File: src/rtl/nf_10g_tx_arbiter.sv
// Two-input, frame-granular arbiter in front of the 10G MAC TX stream.
// A granted source that stalls mid-frame is cut off with an underrun beat and the remainder of its frame is drained.
module nf_10g_tx_arbiter #(
    parameter int C_DATA_WIDTH    = 64,
    parameter int C_STALL_TIMEOUT = 16,
    parameter int C_CNT_WIDTH     = 32
) (
    input  logic                      clk156,
    input  logic                      areset_clk156,
    input  logic [C_DATA_WIDTH-1:0]   s0_axis_tdata,
    input  logic [C_DATA_WIDTH/8-1:0] s0_axis_tkeep,
    input  logic                      s0_axis_tuser,
    input  logic                      s0_axis_tvalid,
    input  logic                      s0_axis_tlast,
    output logic                      s0_axis_tready,
    input  logic [C_DATA_WIDTH-1:0]   s1_axis_tdata,
    input  logic [C_DATA_WIDTH/8-1:0] s1_axis_tkeep,
    input  logic                      s1_axis_tuser,
    input  logic                      s1_axis_tvalid,
    input  logic                      s1_axis_tlast,
    output logic                      s1_axis_tready,
    output logic [C_DATA_WIDTH-1:0]   m_axis_mac_tdata,
    output logic [C_DATA_WIDTH/8-1:0] m_axis_mac_tkeep,
    output logic                      m_axis_mac_tuser,
    output logic                      m_axis_mac_tvalid,
    output logic                      m_axis_mac_tlast,
    input  logic                      m_axis_mac_tready,
    input  logic                      cfg_strict_prio,
    output logic [C_CNT_WIDTH-1:0]    pkt_cnt0,
    output logic [C_CNT_WIDTH-1:0]    pkt_cnt1,
    output logic [15:0]               abort_cnt
);
    localparam int         KW        = C_DATA_WIDTH / 8;
    localparam logic [7:0] STALL_LIM = 8'(C_STALL_TIMEOUT);

    typedef enum logic [1:0] {IDLE, PKT, ABORT, DRAIN} state_t;

    state_t                 state_q;
    logic                   grant_q;
    logic                   last_grant_q;
    logic [7:0]             stall_q;
    logic [C_CNT_WIDTH-1:0] pkt_cnt0_q;
    logic [C_CNT_WIDTH-1:0] pkt_cnt1_q;
    logic [15:0]            abort_cnt_q;

    logic       grant_d;
    logic [7:0] stall_d;
    logic       g_valid;
    logic       g_last;
    logic [1:0] s_ready;

    assign g_valid = grant_q ? s1_axis_tvalid : s0_axis_tvalid;
    assign g_last  = grant_q ? s1_axis_tlast  : s0_axis_tlast;
    assign stall_d = stall_q + 8'd1;

    // Only one port requesting takes it; a tie goes to port 0 (strict) or away from the last winner.
    always_comb begin
        grant_d = s1_axis_tvalid;
        if (s0_axis_tvalid && s1_axis_tvalid)
            grant_d = cfg_strict_prio ? 1'b0 : ~last_grant_q;
    end

    genvar gi;
    generate
        for (gi = 0; gi < 2; gi++) begin : g_ready
            assign s_ready[gi] = !areset_clk156 && (grant_q == gi[0]) &&
                                 ((state_q == PKT && m_axis_mac_tready) || state_q == DRAIN);
        end
    endgenerate

    assign s0_axis_tready = s_ready[0];
    assign s1_axis_tready = s_ready[1];

    // Outputs are forced low while reset is held, even before the state register has cleared.
    always_comb begin
        m_axis_mac_tdata  = '0;
        m_axis_mac_tkeep  = '0;
        m_axis_mac_tuser  = 1'b0;
        m_axis_mac_tvalid = 1'b0;
        m_axis_mac_tlast  = 1'b0;
        if (!areset_clk156) begin
            case (state_q)
                PKT: begin
                    m_axis_mac_tdata  = grant_q ? s1_axis_tdata  : s0_axis_tdata;
                    m_axis_mac_tkeep  = grant_q ? s1_axis_tkeep  : s0_axis_tkeep;
                    m_axis_mac_tuser  = grant_q ? s1_axis_tuser  : s0_axis_tuser;
                    m_axis_mac_tvalid = g_valid;
                    m_axis_mac_tlast  = g_last;
                end
                ABORT: begin
                    m_axis_mac_tkeep  = KW'(1);
                    m_axis_mac_tuser  = 1'b1;
                    m_axis_mac_tvalid = 1'b1;
                    m_axis_mac_tlast  = 1'b1;
                end
                default: ;
            endcase
        end
    end

    always_ff @(posedge clk156) begin
        if (areset_clk156) begin
            state_q      <= IDLE;
            grant_q      <= 1'b0;
            last_grant_q <= 1'b1;
            stall_q      <= '0;
            pkt_cnt0_q   <= '0;
            pkt_cnt1_q   <= '0;
            abort_cnt_q  <= '0;
        end else begin
            case (state_q)
                IDLE: begin
                    stall_q <= '0;
                    if (s0_axis_tvalid || s1_axis_tvalid) begin
                        grant_q <= grant_d;
                        state_q <= PKT;
                    end
                end
                PKT: begin
                    if (g_valid) begin
                        stall_q <= '0;
                        if (m_axis_mac_tready && g_last) begin
                            if (grant_q) pkt_cnt1_q <= pkt_cnt1_q + 1'b1;
                            else         pkt_cnt0_q <= pkt_cnt0_q + 1'b1;
                            last_grant_q <= grant_q;
                            state_q      <= IDLE;
                        end
                    end else begin
                        stall_q <= stall_d;
                        if (stall_d == STALL_LIM)
                            state_q <= ABORT;
                    end
                end
                ABORT: begin
                    if (m_axis_mac_tready) begin
                        if (abort_cnt_q != 16'hFFFF)
                            abort_cnt_q <= abort_cnt_q + 16'd1;
                        stall_q <= '0;
                        state_q <= DRAIN;
                    end
                end
                DRAIN: begin
                    if (g_valid && g_last) begin
                        last_grant_q <= grant_q;
                        state_q      <= IDLE;
                    end
                end
                default: state_q <= IDLE;
            endcase
        end
    end

    assign pkt_cnt0  = pkt_cnt0_q;
    assign pkt_cnt1  = pkt_cnt1_q;
    assign abort_cnt = abort_cnt_q;
endmodule

File: config.mk
export PLATFORM = sky130hd
export DESIGN_NAME = nf_10g_tx_arbiter
export DESIGN_NICKNAME = d
export VERILOG_FILES = /design/src/rtl/nf_10g_tx_arbiter.sv
export SDC_FILE = /design/constraint.sdc
export NUM_CORES = 1
export LEC_CHECK = 0
export ABC_AREA = 1
export CAP_MARGIN = 10
export CORE_MARGIN = 2
export CORE_UTILIZATION = 42
export DETAILED_ROUTE_END_ITERATION = 8
export GPL_TIMING_DRIVEN = 0
export PLACE_DENSITY_LB_ADDON = 0.08
export SYNTH_ARGS = -nofsm -noshare
export SYNTH_HDL_FRONTEND = slang
export SYNTH_SLANG_ARGS = --single-unit
File: constraint.sdc
create_clock -name clk156 -period 2.23 [get_ports clk156]
set_input_delay 0.446 -clock clk156 [delete_from_list [all_inputs] [get_ports clk156]]
set_output_delay 0.446 -clock clk156 [all_outputs]
set_load 0.1 [all_outputs]
* Word-level counts from Yosys, hierarchy flattened
Index checks and enable logic that the tools add are counted.
** Storage, ports and cells
- Bits in registers :: 92
- Input bits :: 154
- Word-level logic and storage cells :: 77
** Operators by class
- $add $sub $neg :: 4
- Equal/unequal tests :: 12
- Muxes and demuxes :: 31
- Bitwise logic cells :: 2
- Reduce and logical (&&, ||, !) cells :: 21
** Operators with widths (count)
- $mux W64 :: 3
- $add A32 B1 Y32 const B :: 2
- $mux W8 :: 4
- $pmux W8 S3 :: 1
- $add A16 B1 Y16 const B :: 1
- $ne A16 B16 Y1 const B :: 1
- $pmux W8 S2 :: 1
- $mux W2 :: 6
- $reduce_and A4 Y1 :: 3
- $mux W1 :: 11
- $add A8 B1 Y8 const B :: 1
- $eq A8 B5 Y1 const B :: 1
- $logic_and A1 B1 Y1 :: 8
- $pmux W1 S2 :: 4
- $pmux W2 S4 :: 1
- $ne A2 B2 Y1 const B :: 3
- $ne A3 B2 Y1 const B :: 2
- $reduce_and A5 Y1 :: 1
- $eq A2 B2 Y1 const B :: 2
- $ne A2 B1 Y1 const B :: 2
- $reduce_and A2 Y1 :: 2
- $reduce_and A3 Y1 :: 1
- $reduce_bool A3 Y1 :: 1
- $eq A2 B1 Y1 const B :: 1
- other kinds (5) :: 7

* Longest topological paths before layout
Gate-level depths: netlist of run 1.
- Depth after elaboration :: 5
- Mapped depth :: 14
- Depth with buffers taken out :: 14

* Least setup slack after synthesis of run 1
No wires, ideal clock.
- Path kind :: register to output
- Start point :: reg state_q[0]
- End point :: out m_axis_mac_tkeep[0]
- Arrival :: 3286 ps
- Data required time :: 1784 ps
- Setup slack :: -1502 ps
- Stages on the path, launching flop included :: 5
- Path through :: dfxtp_1 > inv_1 > ha_1 > nand3_1 > o31ai_1
** On the way
- Cells in the longest elaborated chain, start to end :: 3
- Elaborated cells on any way between the ends :: 4
- Classes of those cells :: eq/ne (2); mux (2)
** Ends and longest elaborated chain
- from (decl) :: RTL line 38 : state_t state_q;
- from (signal assigned) :: RTL line 103 : state_q <= IDLE;
- from (signal assigned) :: RTL line 116 : state_q <= PKT;
- from (signal assigned) :: RTL line 126 : state_q <= IDLE;
- $eq A2 B2 Y1 or $eq A2 B1 Y1 (tied branches) :: RTL line 82 : case (state_q)
- $pmux W8 S2 * :: RTL line 82
- $mux W8 * :: RTL line 81 : if (!areset_clk156) begin
- to (decl) :: RTL line 23 : output logic [C_DATA_WIDTH/8-1:0] m_axis_mac_tkeep,
Every way passes the cells marked *; elsewhere a longest branch is shown, timed or not.

* Worst setup path in the final report of run 1
- Start point :: reg grant_q
- End point :: out m_axis_mac_tdata[54]
** On the way
- Cells in the longest elaborated chain, start to end :: 3
** Ends and longest elaborated chain
- from (decl) :: RTL line 39 : logic grant_q;
- from (signal assigned) :: RTL line 115 : grant_q <= grant_d;
- $mux W64 :: RTL line 84 : m_axis_mac_tdata = grant_q ? s1_axis_tdata : s0_axis_tdata;
- $mux W64 :: RTL line 82
- $mux W64 :: RTL line 81
- to (decl) :: RTL line 22 : output logic [C_DATA_WIDTH-1:0] m_axis_mac_tdata,
No other way between the ends.

==> results.env, run 1 <==
MIN_PATH_CELLS=1
PLACE_HPWL_MICRONS=22720
TIMING.REG2REG.WORST_PATH_DEPTH=7
DETAILEDROUTE.FIRSTPASSITERATIONCOUNT=6
MIN_DELAY_WORST_ENDPOINT='abort_cnt[0]$_SDFFE_PP0P_'
SYNTH.TOP_CELLS.BY_AREA='sky130_fd_sc_hd__dfxtp_1 (28%), sky130_fd_sc_hd__nand2_1 (16%), sky130_fd_sc_hd__nor2_1 (13%), sky130_fd_sc_hd__o21ai_0 (7.6%), sky130_fd_sc_hd__a21oi_1 (6.3%)'
CTS.SINKS=92
WORSTSETUPPATHTYPE='reg2out'
RR_STARTPOINT='pkt_cnt0[17]$_SDFFE_PP0P_'
SWSHARE=0.4803
POWER_FRAC_SEQ=0.186
SLEW_VIOL_FINAL=0
DPL_CELL_AREA_SQ_UM=10530
SYN_INST=1112
FP.COREAREA_SQ_UM=15200
FINCLKSKEW_NS=0.01052
GR-TOTAL-OVERFLOW=0
SLOWEST_STAGE='sky130_fd_sc_hd__nor2_1'
OUTCOME='complete, but fails checks'
WORST_EP_ARRIVAL_TIME_NS=2.20
IO_BUFFER_COUNT=310
ACHIEVABLE-FREQUENCY_GHz=0.3781
NETLIST_AREA_SQ_UM=6554
DRT_TOTAL_WL_MICRONS=38060
SYNTH_TOP_AREA_CELL='sky130_fd_sc_hd__dfxtp_1'
YOSYSSEQAREASHARE=0.2810
VIAS_PER_CELL=5.888
CP_CELL_SEQUENCE='buf_6, buf_4, clkbuf_8, nor2_1, nor2_4, buf_12'
DIE_Y_MICRONS=128.9
PERIOD_NEEDED_NS=2.645
PLACEMENT_ROWS=45
GRT_USE_TOTAL=0.4184
CP_MAX_FO=10
DRIVE_ABOVE_1_SHARE=0.2441
PLACED_CELLS=1610
ANTENNA_FOUND_INITIAL=5
SYNTH.AVG_CELL_AREA_SQ_UM=5.894
FIN_CELLS=1660
CP.REQUIRED_NS=1.78
COMB_POWER_SHARE=0.633
RSZ0062_AT_GRT='true'
FINALHOLDVIOLCOUNT=0
DIE_W_MICRONS=128.9
CRITICAL_PATH.ENDPOINT_TYPE='primary output'
CTS_TREE='built'
POWER_SWITCHING_mW=4.547
SYN-NUM-NETS=1276
R2R_SETUP_SLACK_NS=0.14
FAILING_CHECKS='negative setup slack'
VDD.IR_DROP.WORST_V=0.0004431
SYNTH.FF_LATCH_COUNT=92
GRT_START_MAX_NET_PINS=17
MAX-SLEW-MARGIN-REL=0.2717
FINALCRITPERIODSHARE=1.186
HTREE_LEVELS=3
INTERNAL_POWER_mW=4.921
CTS_BUFFER_DEPTH=2
TIGHTESTPINTRANSITION_NS=1.097
HOLDCRITSTARTPOINT='abort_cnt[0]$_SDFFE_PP0P_'
WORST_PATH_LARGEST_CELL_DELAY_NS=0.58
WORST_SETUP_PATH_START_KIND='flop'
ROUTED_WIRE_LENGTH_PER_INSTANCE_MICRONS=22.93
POWER-PER-CELL-AREA_nW_PER_UM2=741.0
WORSTHOLDPATHTYPE='reg2reg'
LAYOUT_SETUP_WS_NS=-0.4146
CELLLEAKAGEPOWER_nW=4.985
STARTING_DENSITY_OF_THE_CORE=0.4311
POSTROUTEANTENNANETS=0
FP.DIEAREA_SQ_UM=16620
WORST_R2R_ENDPOINT='pkt_cnt0[19]$_SDFFE_PP0P_'
UTILIZATION=0.8406
FILLERS=880
PLACEMENT.SETUP.WORST_SLACK_NS=-1.620
IO_PINS=311
SYNTH.YOSYS.WARNINGS=0
DETAILROUTE.VIA_COUNT=9774
POST-SYNTH-TOP-AREA-FRACTION=0.2810
DESIGN.FINAL.NETS=1630
FIRST_GLOBAL_VIAS=8955
CAP_VIOL_MAX_COUNT=0
GRT_FIRST_PASS_WIRELENGTH_MICRONS=52600
PATH_CLK_SLEW_NS=0.07
POWER.SHARE.CLOCK=0.181
FINISH.INSTANCE_AREA_SQ_UM=12780
GPL.FINAL_WEIGHTED_CONGESTION=0.9872
INSERTION_DELAY_NS=0.35
CTS_MADE_BUFFERS=9
INITIALDRTVIOLATIONCOUNT=1200
AREA_DELTA_SYNTH_FINAL_PCT=94.98
DRCVIOLATIONCOUNT=0
SYNTHDISTINCTLIBCELLS=39
CTS_ROOT_BUF='sky130_fd_sc_hd__clkbuf_16'
SETUP_VIOL=76
==> stage by stage <==
step | power (mW) | hold WS (ns) | TNS, ns
after detailed placement | 5.726 | 0.4688 | -96.05
after CTS | 8.922 | 0.4780 | -5.261
after global placement | 5.693 | 0.4653 | -94.45
final | 9.468 | 0.4869 | -8.860
after global routing | 9.685 | 0.4916 | -11.67
after floorplan | 4.674 | 0.4451 | -2.964
==> cells by family after synthesis <==
logic type / Yosys count / synth area share
flip-flops: 92 / 0.2810
AO/OA/AOI/OAI: 197 / 0.1541
adder cells (fa/ha/maj): 10 / 0.01909
AND/OR/NAND/NOR: 625 / 0.4053
buffers and inverters: 152 / 0.09221
XOR/XNOR: 35 / 0.04677
multiplexers: 1 / 0.001527
==> metal layers <==
metal / GRT usage / vias to the layer above / wire (microns)
met3: 0.1497 / 247 / 5102
met1: 0.4855 / 4467 / 13170
li1: - / 4267 / -
met4: 0.2289 / 0 / 2717
met5: 0 / - / 0
met2: 0.6741 / 793 / 17080
==> power by group through the flow <==
stage / sequential (mW) / clock, mW / combinational (mW)
4_1_cts: 1.75 / 1.72 / 5.45
3_5_place_dp: 1.78 / 0 / 3.95
6_report: 1.76 / 1.72 / 5.99
3_3_place_gp: 1.78 / 0 / 3.92
5_1_grt: 1.76 / 1.80 / 6.13
2_1_floorplan: 1.83 / 0 / 2.84
==> final cells by class <==
class                   instances  area, sq um  area share
multi-input cells             868         5373      0.4204
inverters                     109        416.7     0.03261
diodes                          1        2.502   0.0001958
clock inverters                 6        93.84    0.007344
clock buffers                  10        239.0     0.01870
flip-flops and latches         92         1857      0.1453
well taps                     188        235.2     0.01841
repair buffers                345         4205      0.3291
plain buffers                  41        356.6     0.02791
==> layout by cell type (no fill, tap or decap), types with 10 or more instances in the layout <==
cell,n
sky130_fd_sc_hd__buf_4,18
sky130_fd_sc_hd__nand4_1,17
sky130_fd_sc_hd__xor2_1,20
sky130_fd_sc_hd__o21ai_4,49
sky130_fd_sc_hd__clkbuf_16,18
sky130_fd_sc_hd__xnor2_1,15
sky130_fd_sc_hd__nor2_1,158
sky130_fd_sc_hd__nor3_1,28
sky130_fd_sc_hd__clkdlybuf4s50_1,151
sky130_fd_sc_hd__o21ai_2,19
sky130_fd_sc_hd__clkbuf_1,10
sky130_fd_sc_hd__inv_1,93
sky130_fd_sc_hd__nand3_1,38
sky130_fd_sc_hd__buf_12,79
sky130_fd_sc_hd__a21oi_1,76
sky130_fd_sc_hd__nand2_1,277
sky130_fd_sc_hd__nor2_4,71
sky130_fd_sc_hd__dlygate4sd2_1,76
sky130_fd_sc_hd__dfxtp_1,84
sky130_fd_sc_hd__inv_2,13
sky130_fd_sc_hd__o21ai_0,31
==> timing repair <==
action                     in CTS  in global routing
setup buffers                  14                 16
resized for setup             994                 70
pin swaps                      54                 50
hold buffers                    0                  0
setup endpoints to repair     157                 82
cloned                          7                  1
==> worst max-delay path: cells and delay by family (launching register included) <==
family,cells,cell delay [ns]
and+or+nand+nor,2,0.75
buffers and inverters,4,0.78
DFF,1,0.31
==> registers in the layout, indices dropped and copies added, names as in the netlist, named ones only <==
signal        count
grant_q           1
abort_cnt        16
stall_q           8
state_q           1
last_grant_q      1
pkt_cnt0         32
pkt_cnt1         32
==> cell usage after synthesis (all sizes together) <==
cell type    n
nor3        36
buf          8
nor3b        2
o21a         2
nand2      286
nand4       17
nor2       235
a21oi       82
a211oi       1
and3         1
mux2i        1
a31oi        1
o31ai        1
xnor2       15
clkbuf      35
and2         1
o21ai      107
ha          10
a22oi        1
a21boi       2
clkinv       1
dfxtp       92
nand3b       7
xor2        20
inv        108
nand3       40
==> worst max-delay path by stage <==
stage                                       start              endpoint  slack (ns)  cells after the start
after floorplan           state_q[0]$_SDFFE_PP0P_   m_axis_mac_tkeep[0]       -0.24                      4
after global placement              areset_clk156      m_axis_mac_tlast       -1.61                      6
final                        grant_q$_SDFFE_PP0P_  m_axis_mac_tdata[54]       -0.41                      6
after CTS                                    flop  m_axis_mac_tdata[40]       -0.20                     10
after detailed placement            areset_clk156      m_axis_mac_tlast       -1.62                      6
after global routing         grant_q$_SDFFE_PP0P_  m_axis_mac_tdata[54]       -0.40                      6
(Power assumes the default switching activity.)
==> run 2: changes to the inputs <==
- CORE_UTILIZATION: 42 -> 35
- TNS_END_PERCENT: unset -> 100
==> run 2 against run 1 <==
Against the previous run: the flow still finishes with violations (negative setup slack); sequential cell count unchanged; final cell count grew 2.7%; routed wire length decreased by 18%; fmax is 8.9% higher; clock-buffer cell count rose by 3; final area grew 0.40%; register-to-register slack better by 0.22 ns; critical endpoint is now m_axis_mac_tdata[40].
==> results.env, run 2 (same netlist as run 1, synthesis figures left out) <==
HOLD-WORST-SLACK_NS=0.4691  # -0.01777 ns
SLOWEST_STAGE='sky130_fd_sc_hd__dfxtp_2'
IO_PINS=311  # unchanged
INSERTION_DELAY_NS=0.34  # about the same
CTS_MADE_BUFFERS=9  # unchanged
OUTCOME='complete, but fails checks'
DRCVIOLATIONCOUNT=0  # unchanged
TIMING.SETUP.TNS_NS=-7.256  # +1.605 ns
MAX-SLEW-MARGIN-REL=0.3158  # +0.04404
TOTALPOWERFINAL_mW=9.114  # -3.7%
PERIOD_NEEDED_NS=2.430  # -0.2150 ns
FINCLKSKEW_NS=0.009794  # -0.0007284 ns
CRITICAL_PATH.ENDPOINT_TYPE='primary output'
FIRST_GLOBAL_VIAS=8442  # -5.7%
DETAILROUTE.VIA_COUNT=8610  # -12%
COMB_POWER_SHARE=0.635  # +0.002
DRIVE_ABOVE_1_SHARE=0.2362  # -0.007874
PLACEMENT_ROWS=50  # +11%
WORST_SETUP_PATH_START_KIND='flop'
PLACE_HPWL_MICRONS=22850  # +0.57%
DRT_TOTAL_WL_MICRONS=31370  # -18%
CTSHOLDBUFFERS=0  # unchanged
GRT_USE_TOTAL=0.3073  # -0.1111
VDD.IR_DROP.WORST_V=0.0003905  # -12%
FAILING_CHECKS='negative setup slack'
MOSTFREQUENTLAYOUTCELL='sky130_fd_sc_hd__nand2_1'
VIAS_PER_CELL=5.053  # -14%
CELLLEAKAGEPOWER_nW=4.991  # +0.13%
INTERNAL_POWER_mW=4.808  # -2.3%
CTS_ROOT_BUF='sky130_fd_sc_hd__clkbuf_16'
DESIGN.FINAL.NETS=1624  # -0.37%
POWER_FRAC_SEQ=0.192  # +0.006
ROUTED_WIRE_LENGTH_PER_INSTANCE_MICRONS=18.41  # -20%
LAYOUT_SETUP_WS_NS=-0.1996  # +0.2150 ns
CAP_VIOL_MAX_COUNT=0  # unchanged
CTS.SINKS=92  # unchanged
FINALCRITPERIODSHARE=1.089  # -0.09643
FP.COREAREA_SQ_UM=18520  # +22%
FP.DIEAREA_SQ_UM=19840  # +19%
FINALHOLDVIOLCOUNT=0  # unchanged
PLACEMENT.SETUP.WORST_SLACK_NS=-1.718  # -0.09860 ns
ANTENNA_FOUND_INITIAL=5  # unchanged
WORSTHOLDPATHTYPE='reg2reg'
POSTROUTEANTENNANETS=0  # unchanged
WORST_EP_ARRIVAL_TIME_NS=1.98  # -0.22 ns
WORSTSETUPPATHTYPE='reg2out'
GR-TOTAL-OVERFLOW=0  # unchanged
GRT_START_MAX_NET_PINS=15  # -2
DIE_W_MICRONS=140.8  # +9.3%
POWER_SWITCHING_mW=4.307  # -5.3%
SETUP_VIOL=65  # -14%
DETAILEDROUTE.FIRSTPASSITERATIONCOUNT=5  # -1
RSZ0062_AT_GRT='true'
GPL.FINAL_WEIGHTED_CONGESTION=0.9324  # -5.6%
CP.REQUIRED_NS=1.78  # about the same
POWER.SHARE.CLOCK=0.173  # -0.008
DIE_Y_MICRONS=140.8  # +9.3%
TIGHTESTPINTRANSITION_NS=1.030  # -0.06632 ns
INITIALDRTVIOLATIONCOUNT=499  # -58%
CP_MAX_FO=5  # -5
SWSHARE=0.4725  # -0.007766
CTS_BUFFER_DEPTH=2  # unchanged
CTS_TREE='built'
CP_CELL_SEQUENCE='inv_4, ha_4, inv_4, nor2_4, buf_4, buf_8, clkbuf_16, o21ai_4, nor2_4, buf_12'
STARTING_DENSITY_OF_THE_CORE=0.3539  # -0.07719
ACHIEVABLE-FREQUENCY_GHz=0.4116  # +8.9%
MOSTFREQUENTLAYOUTCELLS='sky130_fd_sc_hd__nand2_1 (277), sky130_fd_sc_hd__nor2_1 (157), sky130_fd_sc_hd__clkdlybuf4s50_1 (151), sky130_fd_sc_hd__inv_1 (93), sky130_fd_sc_hd__dfxtp_1 (84)'
SLEW_VIOL_FINAL=0  # unchanged
UTILIZATION=0.6928  # -0.1477
WORST_PATH_LARGEST_CELL_DELAY_NS=0.34  # -0.24 ns
AREA_DELTA_SYNTH_FINAL_PCT=95.76
GRT_FIRST_PASS_WIRELENGTH_MICRONS=47240  # -10%
IO_BUFFER_COUNT=310  # unchanged
POWER-PER-CELL-AREA_nW_PER_UM2=710.4  # -4.1%
HTREE_LEVELS=3  # unchanged
PATH_CLK_SLEW_NS=0.07  # about the same
## run 2: worst paths after layout
check | from | endpoint | slack (ns) | cells past startpoint
setup / recovery | flop | m_axis_mac_tdata[40] | -0.20 | 10
hold / removal | abort_cnt[0]$_SDFFE_PP0P_ | abort_cnt[0]$_SDFFE_PP0P_ | 0.47 | 1
setup reg to reg | flop | pkt_cnt1[30]$_SDFFE_PP0P_ | 0.36 | 11
hold reg to reg | abort_cnt[0]$_SDFFE_PP0P_ | abort_cnt[0]$_SDFFE_PP0P_ | 0.47 | 1
## run 2: area by class of cell
cell class | instances | area, sq um
clock inverter | 3 | 43.79
sequential | 92 | 1854
timing repair buffer | 338 | 4163
tap | 234 | 292.8
inverter | 109 | 419.2
buffer | 42 | 386.6
multi-input combinational | 868 | 5398
clock buffer | 13 | 260.3
fill | 1512 | 5688
antenna | 5 | 12.51
## run 2: metrics by stage
step	cells	area [sq um]
floorplan	1112	7192
CTS	1692	12610
finish	1704	12830
detailed placement	1656	10590
global route	1704	12830
global placement	1656	10590
## run 2: per-layer routing
metal,up-vias,global-route usage,share of wire
li1,4265,-,-
met1,3971,0.3538,0.40
met2,301,0.5376,0.50
met3,73,0.07711,0.065
met4,0,0.1389,0.040
met5,-,0,0
## run 2: what timing repair did
action,4_1_cts,5_1_grt
endpoints found under the setup margin,157,80
pin swaps,63,53
cloned,8,0
gates resized for setup,1001,47
buffers inserted,12,9
## run 2: power by group through the flow
| stage | clock network, mW | logic (mW) | registers, mW |
|---|---|---|---|
| CTS | 1.62 | 5.56 | 1.74 |
| detailed placement | 0 | 3.96 | 1.78 |
| global route | 1.68 | 6.00 | 1.75 |
| finish | 1.58 | 5.79 | 1.75 |
| global placement | 0 | 3.94 | 1.77 |
| floorplan | 0 | 2.84 | 1.83 |
## run 2: critical path: cells and delay by family (launching register included)
kind,cells,cell delay (ns)
flops,1,0.34
fa+ha+maj,1,0.15
buf+inv,6,0.75
compound gates,1,0.06
simple gates,2,0.32
==> run 3: changes to the inputs <==
- SETUP_SLACK_MARGIN: unset -> 0.1
==> run 3 against run 2 <==
Against the previous run: the run still ends with negative setup slack left; power is 0.46% higher; final area is 0.20% higher; first-iteration DRC count is 18% higher; critical path depth stayed put; final cell count is 0.18% higher; register-to-register slack worse by 0.12 ns; clock skew is 0.0024 ns lower; sequential share of layout area is 0.15 points higher; routed wire length is 5.4% higher; clock power hardly changed; critical endpoint is now m_axis_mac_tdata[16]; largest cell class unchanged; largest power group unchanged.
==> results.env, run 3 (same netlist as run 1, synthesis figures left out) <==
INITIALDRTVIOLATIONCOUNT=587  # +18%
HTREE_LEVELS=3  # unchanged
DRT_TOTAL_WL_MICRONS=33050  # +5.4%
HOLD-WORST-SLACK_NS=0.4714  # +0.002295 ns
CRITICAL_PATH_DEPTH=10  # unchanged
CRIT_PATH_END='m_axis_mac_tdata[16]'
CTS.SINKS=92  # unchanged
WORST_EP_ARRIVAL_TIME_NS=1.97  # about the same
PLACEMENT.SETUP.WORST_SLACK_NS=-1.710  # +0.007950 ns
VIAS_PER_CELL=5.227  # +3.5%
DRCVIOLATIONCOUNT=0  # unchanged
WORSTSETUPPATHTYPE='reg2out'
FP.DIEAREA_SQ_UM=19840  # unchanged
CAP_VIOL_MAX_COUNT=0  # unchanged
CTS_ROOT_BUF='sky130_fd_sc_hd__clkbuf_16'
GPL.FINAL_WEIGHTED_CONGESTION=0.9815  # +5.3%
IO_BUFFER_COUNT=310  # unchanged
FINALHOLDVIOLCOUNT=0  # unchanged
PATH_CLK_SLEW_NS=0.07  # about the same
TIMING.CRITICAL_PATH.MAX_DELAY_FAMILY='buffers and inverters'
DESIGN.FINAL.NETS=1626  # +0.12%
DETAILEDROUTE.FIRSTPASSITERATIONCOUNT=6  # +1
SETUP_VIOL=64  # -1.5%
CP_CELL_SEQUENCE='inv_2, ha_4, inv_4, nor2_4, clkbuf_16, buf_4, buf_8, o21ai_2, nor2_4, buf_12'
MOSTFREQUENTLAYOUTCELLS='sky130_fd_sc_hd__nand2_1 (277), sky130_fd_sc_hd__nor2_1 (157), sky130_fd_sc_hd__clkdlybuf4s50_1 (151), sky130_fd_sc_hd__inv_1 (93), sky130_fd_sc_hd__buf_12 (78)'
ROUTED_WIRE_LENGTH_PER_INSTANCE_MICRONS=19.36  # +5.2%
WORST_SETUP_PATH_START_KIND='flop'
PLACEMENT_ROWS=50  # unchanged
FINISH.INSTANCE_AREA_SQ_UM=12860  # +0.20%
CRITICAL_PATH.ENDPOINT_TYPE='primary output'
TOTALPOWERFINAL_mW=9.157  # +0.46%
PLACE_HPWL_MICRONS=23690  # +3.6%
FINCLKSKEW_NS=0.007429  # -0.002365 ns
CELLLEAKAGEPOWER_nW=4.885  # -2.1%
CTS_MADE_BUFFERS=9  # unchanged
LAYOUT_SETUP_WS_NS=-0.1837  # +0.01580 ns
FIN_CELLS=1707  # +0.18%
ACHIEVABLE-FREQUENCY_GHz=0.4143  # +0.65%
MAX-SLEW-MARGIN-REL=0.2904  # -0.02540
FP.COREAREA_SQ_UM=18520  # unchanged
PLACED_CELLS=1656  # unchanged
PERIOD_NEEDED_NS=2.414  # -0.01580 ns
POWER-PER-CELL-AREA_nW_PER_UM2=712.2  # +0.26%
TIGHTESTPINTRANSITION_NS=1.069  # +0.03826 ns
CP_MAX_FO=8  # +3
VDD.IR_DROP.WORST_V=0.0004346  # +11%
AREA_DELTA_SYNTH_FINAL_PCT=96.16
SLOWEST_STAGE='sky130_fd_sc_hd__dfxtp_2'
IO_PINS=311  # unchanged
CTS_TREE='built'
POSTROUTEANTENNANETS=0  # unchanged
MOSTFREQUENTLAYOUTCELL='sky130_fd_sc_hd__nand2_1'
RSZ0062_AT_GRT='true'
DIE_W_MICRONS=140.8  # unchanged
CTSHOLDBUFFERS=0  # unchanged
DRIVE_ABOVE_1_SHARE=0.2658  # +0.02967
WORST_R2R_ENDPOINT='pkt_cnt1[17]$_SDFFE_PP0P_'
GRT_FIRST_PASS_WIRELENGTH_MICRONS=48460  # +2.6%
CP.REQUIRED_NS=1.78  # about the same
STARTING_DENSITY_OF_THE_CORE=0.3539  # unchanged
BUFFERS_PLUS_INVERTERS_ON_THE_WORST_SETUP_PATH=6  # unchanged
WORST_PATH_LARGEST_CELL_DELAY_NS=0.33  # about the same
WORSTHOLDPATHTYPE='reg2reg'
INSERTION_DELAY_NS=0.35  # about the same
CPMOSTUSEDCELL='sky130_fd_sc_hd__nor2_4'
ANTENNA_FOUND_INITIAL=9  # +4
FINALCRITPERIODSHARE=1.082  # -0.007086
GRT_USE_TOTAL=0.3178  # +0.01056
OUTCOME='complete, but fails checks'
GR-TOTAL-OVERFLOW=0  # unchanged
CTS_BUFFER_DEPTH=2  # unchanged
DIE_Y_MICRONS=140.8  # unchanged
R2R_SETUP_SLACK_NS=0.24  # -0.12 ns
DETAILROUTE.VIA_COUNT=8923  # +3.6%
FAILING_CHECKS='negative setup slack'
FIRST_GLOBAL_VIAS=8357  # -1.0%
DPL_CELL_AREA_SQ_UM=10640  # +0.50%
GRT_START_MAX_NET_PINS=16  # +1
TIMING.REG2REG.WORST_PATH_DEPTH=13  # +2
SLEW_VIOL_FINAL=0  # unchanged
[run 3: stage by stage]
| step | TNS [ns] | utilization |
|---|---|---|
| 6_report | -5.241 | 0.6943 |
| 5_1_grt | -9.168 | 0.6941 |
| 4_1_cts | -5.504 | 0.6892 |
| 3_5_place_dp | -94.28 | 0.5746 |
| 3_3_place_gp | -93.68 | 0.5746 |
| 2_1_floorplan | -0.1176 | - |
[run 3: report_power, final]
| group | leakage [nW] | switching, mW | internal, mW |
|---|---|---|---|
| sequential | 0.755 | 0.0433 | 1.69 |
| clock | 0.150 | 0.691 | 0.905 |
| combinational | 3.98 | 3.63 | 2.19 |
| total | 4.89 | 4.37 | 4.79 |
[run 3: layout make-up]
cell class,count,area [sq um]
antenna,6,15.01
buffer,42,375.4
clock buffer,11,242.7
clock inverter,5,61.31
fill,1448,5662
inverter,109,419.2
multi-input combinational,868,5396
sequential,92,1877
tap,234,292.8
timing repair buffer,340,4177
[run 3: worst reg2reg max path, delay by kind of cell (launching register included)]
| kind | cells | cell delay (ns) |
|---|---|---|
| and+or+nand+nor | 7 | 0.80 |
| adders and majority gates | 1 | 0.14 |
| DFF | 1 | 0.33 |
| xor gates and xnor gates | 1 | 0.17 |
| buffers and inverters | 4 | 0.43 |
[run 3: worst min-delay path by stage]
stage | start | end | slack, ns | cells past startpoint
6_report | abort_cnt[2]$_SDFFE_PP0P_ | abort_cnt[2]$_SDFFE_PP0P_ | 0.47 | 2
5_1_grt | abort_cnt[2]$_SDFFE_PP0P_ | abort_cnt[2]$_SDFFE_PP0P_ | 0.49 | 2
4_1_cts | abort_cnt[0]$_SDFFE_PP0P_ | abort_cnt[0]$_SDFFE_PP0P_ | 0.46 | 1
3_5_place_dp | abort_cnt[0]$_SDFFE_PP0P_ | abort_cnt[0]$_SDFFE_PP0P_ | 0.45 | 1
3_3_place_gp | abort_cnt[2]$_SDFFE_PP0P_ | abort_cnt[2]$_SDFFE_PP0P_ | 0.45 | 2
2_1_floorplan | last_grant_q$_SDFFE_PP1P_ | last_grant_q$_SDFFE_PP1P_ | 0.45 | 2
[run 3: per-layer routing]
layer  global-route usage  part of all wire
met5                    0            0.0011
met4               0.1032             0.040
met3               0.1094             0.095
met2               0.5142              0.46
met1               0.3979              0.41
[run 3: repair_timing]
item,CTS,global route
hold endpoints to repair,0,0
pin swaps,66,19
gates cloned,7,0
gates resized for setup,1004,40
setup endpoints to repair,157,95
setup buffers,15,9
